## config.mk

```make
export PLATFORM = sky130hd
export DESIGN_NAME = bit_packer
export DESIGN_NICKNAME = d
export VERILOG_FILES = /design/src/rtl/bit_packer_pkg.sv /design/src/rtl/bit_packer_out_reg.sv /design/src/rtl/bit_packer.sv
export SDC_FILE = /design/constraint.sdc
export NUM_CORES = 1
export LEC_CHECK = 0
export CORE_UTILIZATION = 45
export CTS_BUF_LIST = sky130_fd_sc_hd__clkbuf_8
export CTS_CLUSTER_DIAMETER = 150
export CTS_CLUSTER_SIZE = 25
export DETAILED_ROUTE_END_ITERATION = 12
export DONT_BUFFER_PORTS = 1
export PLACE_DENSITY_LB_ADDON = 0.08
export SLEW_MARGIN = 5
export SYNTH_ARGS = -nofsm -noshare
export SYNTH_HDL_FRONTEND = slang
export SYNTH_SLANG_ARGS = --single-unit
```

## constraint.sdc

```tcl
create_clock -name clk -period 2.67 [get_ports clk]
set_clock_uncertainty 0.15 [all_clocks]
set_input_delay 0.267 -clock clk [delete_from_list [all_inputs] [get_ports clk]]
set_output_delay 0.267 -clock clk [all_outputs]
set_load 0.01 [all_outputs]
```

## src/rtl/bit_packer_pkg.sv

```systemverilog
// Shared types and helpers for the serial-to-parallel bit packer.
package bit_packer_pkg;

  typedef enum logic {
    FILL  = 1'b0,
    STALL = 1'b1
  } state_t;

  function automatic int count_width(input int width);
    return $clog2(width + 1);
  endfunction

endpackage

```

## src/rtl/bit_packer_out_reg.sv

```systemverilog
// Single-entry valid/ready holding register for a packed word and its bit count.
module bit_packer_out_reg #(
  parameter int WIDTH = 8,
  parameter int CW    = 4
) (
  input  logic             clk,
  input  logic             reset,
  input  logic             load,
  input  logic [WIDTH-1:0] load_data,
  input  logic [CW-1:0]    load_count,
  input  logic             out_ready,
  output logic [WIDTH-1:0] out_data,
  output logic [CW-1:0]    out_count,
  output logic             out_valid,
  output logic             free
);

  // Free when empty or when the current word leaves this cycle.
  assign free = !out_valid || out_ready;

  always_ff @(posedge clk) begin
    if (reset) begin
      out_valid <= 1'b0;
      out_data  <= '0;
      out_count <= '0;
    end else if (load) begin
      out_valid <= 1'b1;
      out_data  <= load_data;
      out_count <= load_count;
    end else if (out_ready) begin
      out_valid <= 1'b0;
    end
  end

endmodule

```

## src/rtl/bit_packer.sv

```systemverilog
// Packs a serial bit stream LSB-first into WIDTH-bit words with flush and overflow reporting.
module bit_packer
  import bit_packer_pkg::*;
#(
  parameter  int WIDTH = 8,
  localparam int CW    = count_width(WIDTH)
) (
  input  logic             clk,
  input  logic             reset,
  input  logic             in_bit,
  input  logic             in_valid,
  input  logic             flush,
  output logic [WIDTH-1:0] out_data,
  output logic [CW-1:0]    out_count,
  output logic             out_valid,
  input  logic             out_ready,
  output logic             overflow
);

  state_t           state;
  logic [CW-1:0]    cnt;
  logic [CW-1:0]    stall_count;
  logic [WIDTH-1:0] buffer;

  logic             accept;
  logic             full;
  logic             emit;
  logic             load;
  logic             hold_free;
  logic [WIDTH-1:0] word_next;
  logic [CW-1:0]    cnt_next;
  logic [WIDTH-1:0] load_data;
  logic [CW-1:0]    load_count;

  // Buffer bits at and above cnt are always zero, so a flushed word needs no masking.
  always_comb begin
    accept    = in_valid && (state == FILL);
    word_next = buffer;
    for (int i = 0; i < WIDTH; i++) begin
      if (accept && (cnt == CW'(i))) word_next[i] = in_bit;
    end
    cnt_next   = cnt + CW'(accept);
    full       = accept && (cnt == CW'(WIDTH - 1));
    emit       = (state == FILL) && (full || (flush && (cnt_next != '0)));
    load       = ((state == STALL) || emit) && hold_free;
    load_data  = (state == STALL) ? buffer : word_next;
    load_count = (state == STALL) ? stall_count : cnt_next;
  end

  always_ff @(posedge clk) begin
    if (reset) begin
      state       <= FILL;
      cnt         <= '0;
      stall_count <= '0;
      buffer      <= '0;
      overflow    <= 1'b0;
    end else begin
      overflow <= in_valid && (state == STALL);
      unique case (state)
        FILL: begin
          if (emit) begin
            cnt <= '0;
            if (hold_free) begin
              buffer <= '0;
            end else begin
              buffer      <= word_next;
              stall_count <= cnt_next;
              state       <= STALL;
            end
          end else begin
            buffer <= word_next;
            cnt    <= cnt_next;
          end
        end
        STALL: begin
          if (hold_free) begin
            buffer <= '0;
            state  <= FILL;
          end
        end
        default: state <= FILL;
      endcase
    end
  end

  bit_packer_out_reg #(
    .WIDTH(WIDTH),
    .CW   (CW)
  ) u_out_reg (
    .clk       (clk),
    .reset     (reset),
    .load      (load),
    .load_data (load_data),
    .load_count(load_count),
    .out_ready (out_ready),
    .out_data  (out_data),
    .out_count (out_count),
    .out_valid (out_valid),
    .free      (hold_free)
  );

endmodule

```

### Word-level counts from Yosys, hierarchy flattened

Index checks and enable logic that the tools add are counted.

* register bits after elaboration: 31
* output and inout bits: 14
* word-level logic and storage cells: 60
* input bits: 6

* multiplexer cells: 20
* equality and inequality tests: 8
* bitwise gates (word level): 2
* reductions and logical operators: 21
* $add $sub $neg: 1

Operators by type and width (count)
* 2-to-1 mux 8 bit: 4
* == test 4 x 3 -> 1 bit (second input constant): 4
* case mux 8 bit (2 select lines): 1
* logical AND 1 bit: 13
* 2-to-1 mux 1 bit: 12
* == test 4 x 2 -> 1 bit (second input constant): 2
* 2-to-1 mux 4 bit: 2
* adder 4 x 1 -> 4 bit: 1
* == test 4 x 1 -> 1 bit (second input constant): 1
* zero test 4 bit: 1
* nonzero test 4 bit: 1
* logical OR 1 bit: 3
* AND reduction 3 bit: 1
* inequality test 2 x 1 -> 1 bit (second input constant): 1
* inverter 1 bit: 2
* case mux 1 bit (2 select lines): 1
* nonzero test 2 bit: 1
* zero test 1 bit: 1

### Longest topological paths before layout

* depth in word-level cells: 10
* gate-level depth with buffers: 11
* mapped depth without buffers: 8

### By module

A second synthesis with hierarchy kept.

* cell total of the unflattened synthesis: 177
* area, all modules: 1625.3 µm²

Modules (own cells, without submodules)
* bit_packer: times used 1, area an instance 1148.6 µm², seq. area each 360.3 µm², cells an instance 134
* bit_packer_out_reg: times used 1, area an instance 476.7 µm², seq. area each 260.2 µm², cells an instance 43

### Worst setup path after synthesis

No wires, ideal clock.

* path type: register -> register
* from: register state
* to: register cnt[2]
* clock period less this slack: 2.932 ns
* setup time: 0.071 ns
* data required time: 2.449 ns
* arrival: 2.712 ns
* buffers on the path: 2
* setup slack: -0.262 ns
* cell stages (with the launch flop): 11
* cells stage by stage: dfxtp_1 clkbuf_1 clkbuf_1 nor2b_1 ha_1 ha_1 xor2_1 or3_4 o21a_1 or4b_1 a21oi_1

* word-level cells in the longest chain between the ends: 8
* elaborated cells on any way between the ends: 9
* classes of those cells: add/sub (1); mux (1); bitwise (1); reduce/logical (6)

RTL lines
* start, declared: line bit_packer.sv:20 `state_t state;`
* start signal, assigned: line bit_packer.sv:52 `state <= FILL;`
* start signal, assigned: line bit_packer.sv:68 `state <= STALL;`
* start signal, assigned: line bit_packer.sv:78 `state <= FILL;`
* inverter 1 bit (no source line)
* logical AND 1 bit: line bit_packer.sv:37 `accept = in_valid && (state == FILL);`
* adder 4 x 1 -> 4 bit: line bit_packer.sv:42 `cnt_next = cnt + CW'(accept);`
* nonzero test 4 bit: line bit_packer.sv:44 `emit = (state == FILL) && (full || (flush && (cnt_next != '0)));`
* logical AND 1 bit: line bit_packer.sv:44
* logical OR 1 bit: line bit_packer.sv:44
* logical AND 1 bit: line bit_packer.sv:44
* 2-to-1 mux 4 bit: line bit_packer.sv:61 `if (emit) begin`
* end signal, assigned: line bit_packer.sv:72 `cnt <= cnt_next;`
* end, declared: line bit_packer.sv:21 `logic [CW-1:0] cnt;`

Parallel ways exist; a longest one is shown, timed or not.
A chain may end at the register's enable or synchronous reset.

### Worst setup path in the final report

* from: register cnt[0]
* to: register cnt[2]

* word-level cells in the longest chain between the ends: 6
* elaborated cells on any way between the ends: 8
* classes of those cells: add/sub (1); eq/ne (1); mux (1); reduce/logical (5)

RTL lines (line)
* adder 4 x 1 -> 4 bit: bit_packer.sv:42
* nonzero test 4 bit: bit_packer.sv:44
* logical AND 1 bit: bit_packer.sv:44
* logical OR 1 bit: bit_packer.sv:44
* logical AND 1 bit: bit_packer.sv:44
* 2-to-1 mux 4 bit (*): bit_packer.sv:61

Every way passes the cells marked *; elsewhere a longest branch is shown, timed or not.

==> impl_metrics.ini <==
[synth]
synth_seq_cells = 31
yosysTopAreaCell = dfxtp_1
syn-cell-area_sq_um = 1460
seq_area_frac_synth = 0.424
synth_commonest_cells = dfxtp_1 (31), nor2_1 (18), nor3_1 (15), a21oi_1 (12), a211oi_1 (10)
yosysMostFrequentCell = dfxtp_1
synth.distinct_cells = 31
syn-mean-instance-area_sq_um = 8.65
synth_ff_type = dfxtp_1
synth_fp_nets = 177
yosysWarnings = 0
async_flop_share = 0
yosysTopAreaCellShare = 0.424
ys_top_cells_by_area = dfxtp_1 (42%), mux2i_1 (5.5%), a211oi_1 (5.1%)
synth-edff-count = 0
synthCells = 169

[pwr]
p_sw_mw = 0.258
total_leakage_power_nw = 0.547
p_sw_frac = 0.255
p_seq_frac = 0.496
clkPwrFrac = 0.409
comb_power_share = 0.095
max-vdd-ir-drop_uv = 319
cellPowerDensity_nw_per_um2 = 622
internal_power_mw = 0.755

[clock_tree]
clk_pin_slew_worst_paths_ps = 70
ctsResizeCount = 0
clockBufferDepth = 2
cts_tree = built
cts-root-buf = clkbuf_8
clkLatencyLatePin_ps = 290
htreeDepth = 2
clock-sinks = 31
cts_made_buffers = 5

[die]
ios = 20
start_util = 0.475
row_count = 20
die_w_um = 59.0
dieArea_sq_um = 3480
die_h_um = 59.0
core_sq_um = 3080

[final_layout]
syn_to_final_growth_pct = 11.4
drive_gt1_frac = 0.0756
diodes = 0
fillCellCount = 310
fin_nets = 179

[grt]
grt_overflow = 0
grt_use_total = 0.218
grt_pass1_wl_um = 5530
grt_max_degree = 33
first_global_vias = 1173
grt_antenna_before_repair = 0

[worst_setup_path]
cp-end-kind = flip-flop
criticalPathCategory = reg2reg
start_kind = flip-flop
required_ps = 2730
startpoint = cnt[0]
arrival_ps = 2500
r2r-end = cnt[2]
regToRegStartpoint = cnt[0]
ff2ff_path_depth = 7
r2r_slack_ps = 240
crit_fanout = 7

[timing]
fmax_mhz = 411
worst_slack_ps = 238
hold_violations = 0
rsz0062_at_grt = false
relSlewSlack = 0.511
setup_viol = 0
period_minus_slack_ps = 2430
tightest_slew_ps = 731
drv_slew = 0
tns_ps = 0
post-route-period-util = 0.911

[detailed_routing]
vias = 1261
drc = 0
ant_nets = 0
via_per_inst = 5.84
drtIter0Drc = 84
drt_wl_total_um = 3210
firstDrtPassIters = 4
wire_per_inst_um = 14.9

[place]
dp_hpwl_um = 2290
globalplace.congestion = 0.837
dp_slack_ps = 270
port_buffers = 0

[min_path]
hold_depth = 3
worst_hold_path.endpoint = cnt[3]
hp-class = in2reg
hold_start = flush

[status]
run_status = completed

[run]
cap_violations = 0
[sequential cells by signal, indices dropped and copies added (netlist names)]
signal,count
buffer,8
stall_count,4
cnt,4
u_out_reg.out_valid,1
u_out_reg.out_data,8
overflow,1
state,1
u_out_reg.out_count,4
[metrics by stage]
stage / hold slack [ps] / cells / total power, mW / cell area [sq um] / util
after floorplan: 270 / 169 / 0.588 / 1480 / -
after global placement: 189 / 205 / 0.599 / 1500 / 0.486
after detailed placement: 192 / 205 / 0.602 / 1500 / 0.486
after CTS: 61.9 / 216 / 1.02 / 1630 / 0.529
after global routing: 86.9 / 216 / 1.06 / 1630 / 0.529
final: 67.1 / 216 / 1.01 / 1630 / 0.529
[power by group through the flow]
| stage | sequential, mW | clock [mW] | combinational [mW] |
|---|---|---|---|
| floorplan | 0.510 | 0 | 0.0776 |
| global placement | 0.513 | 0 | 0.0863 |
| detailed placement | 0.514 | 0 | 0.0879 |
| CTS | 0.503 | 0.420 | 0.0963 |
| global route | 0.505 | 0.447 | 0.109 |
| finish | 0.503 | 0.414 | 0.0962 |
[repair_timing]
item | in CTS | in global routing
hold endpoints to repair | 22 | 0
setup buffers | 0 | 0
hold buffers | 3 | 0
endpoints found under the setup margin | 0 | 0
[per-layer routing]
metal / vias to the layer above / part of all wire / GRT usage
met5: - / 0 / 0
met4: 0 / 0.029 / 0.122
met3: 10 / 0.052 / 0.0611
met2: 28 / 0.40 / 0.289
met1: 588 / 0.52 / 0.312
li1: 635 / - / -
[area by class of cell]
type                       instances  area [sq um]  area share
clock buffer                       7          96.3      0.0591
clock inverter                     1          7.51     0.00461
inverter                           2          7.51     0.00461
multi-input combinational        126           796       0.488
sequential                        31           622       0.382
tap                               44          55.1      0.0338
timing repair buffer               5          45.0      0.0276
[worst max-delay path by stage]
| stage | to | slack, ps | cells past startpoint |
|---|---|---|---|
| 5_1_grt | u_out_reg.out_data[2] | 30 | 7 |
| 6_report | cnt[2] | 240 | 7 |
| 3_3_place_gp | cnt[2] | 300 | 8 |
| 2_1_floorplan | cnt[2] | 40 | 10 |
| 3_5_place_dp | cnt[2] | 270 | 7 |
| 4_1_cts | cnt[2] | 240 | 7 |
[critical path, cell delays in order (launching register included)]
cell and delay, ps:
dfxtp_1 360, ha_1 240, ha_1 220, xor2_1 170, or3_4 360, o21a_1 240
or4b_1 480, a21oi_1 150
[cells in the final DEF (no fill, tap or decap), drive strengths merged]
cell / instances
dfxtp: 31
nor2: 18
nor3: 15
a21oi: 12
a211oi: 10
o21ai: 10
a22oi: 9
mux2i: 8
clkbuf: 7
o211ai: 7
nand3: 6
nand2: 6
nor2b: 4
nand2b: 4
dlygate4sd3: 3
o21a: 2
inv: 2
nand3b: 2
or4b: 2
a41o: 2
ha: 2
buf: 2
xor2: 1
or3: 1
xnor2: 1
nand4bb: 1
and3: 1
o22a: 1
o211a: 1
clkinvlp: 1
[cells by family (layout without fill, tap and decap cells)]
kind of cell / Yosys count / in the layout / share of synthesized area
AND/OR/NAND/NOR: 60 / 60 / 0.211
AO/OA/AOI/OAI: 54 / 54 / 0.249
flip-flops: 31 / 31 / 0.424
buffers and inverters: 12 / 15 / 0.0316
multiplexers: 8 / 8 / 0.0547
adder cells (fa/ha/maj): 2 / 2 / 0.0171
XOR/XNOR: 2 / 2 / 0.0120
Note: power is estimated with default switching activity, not from simulation.
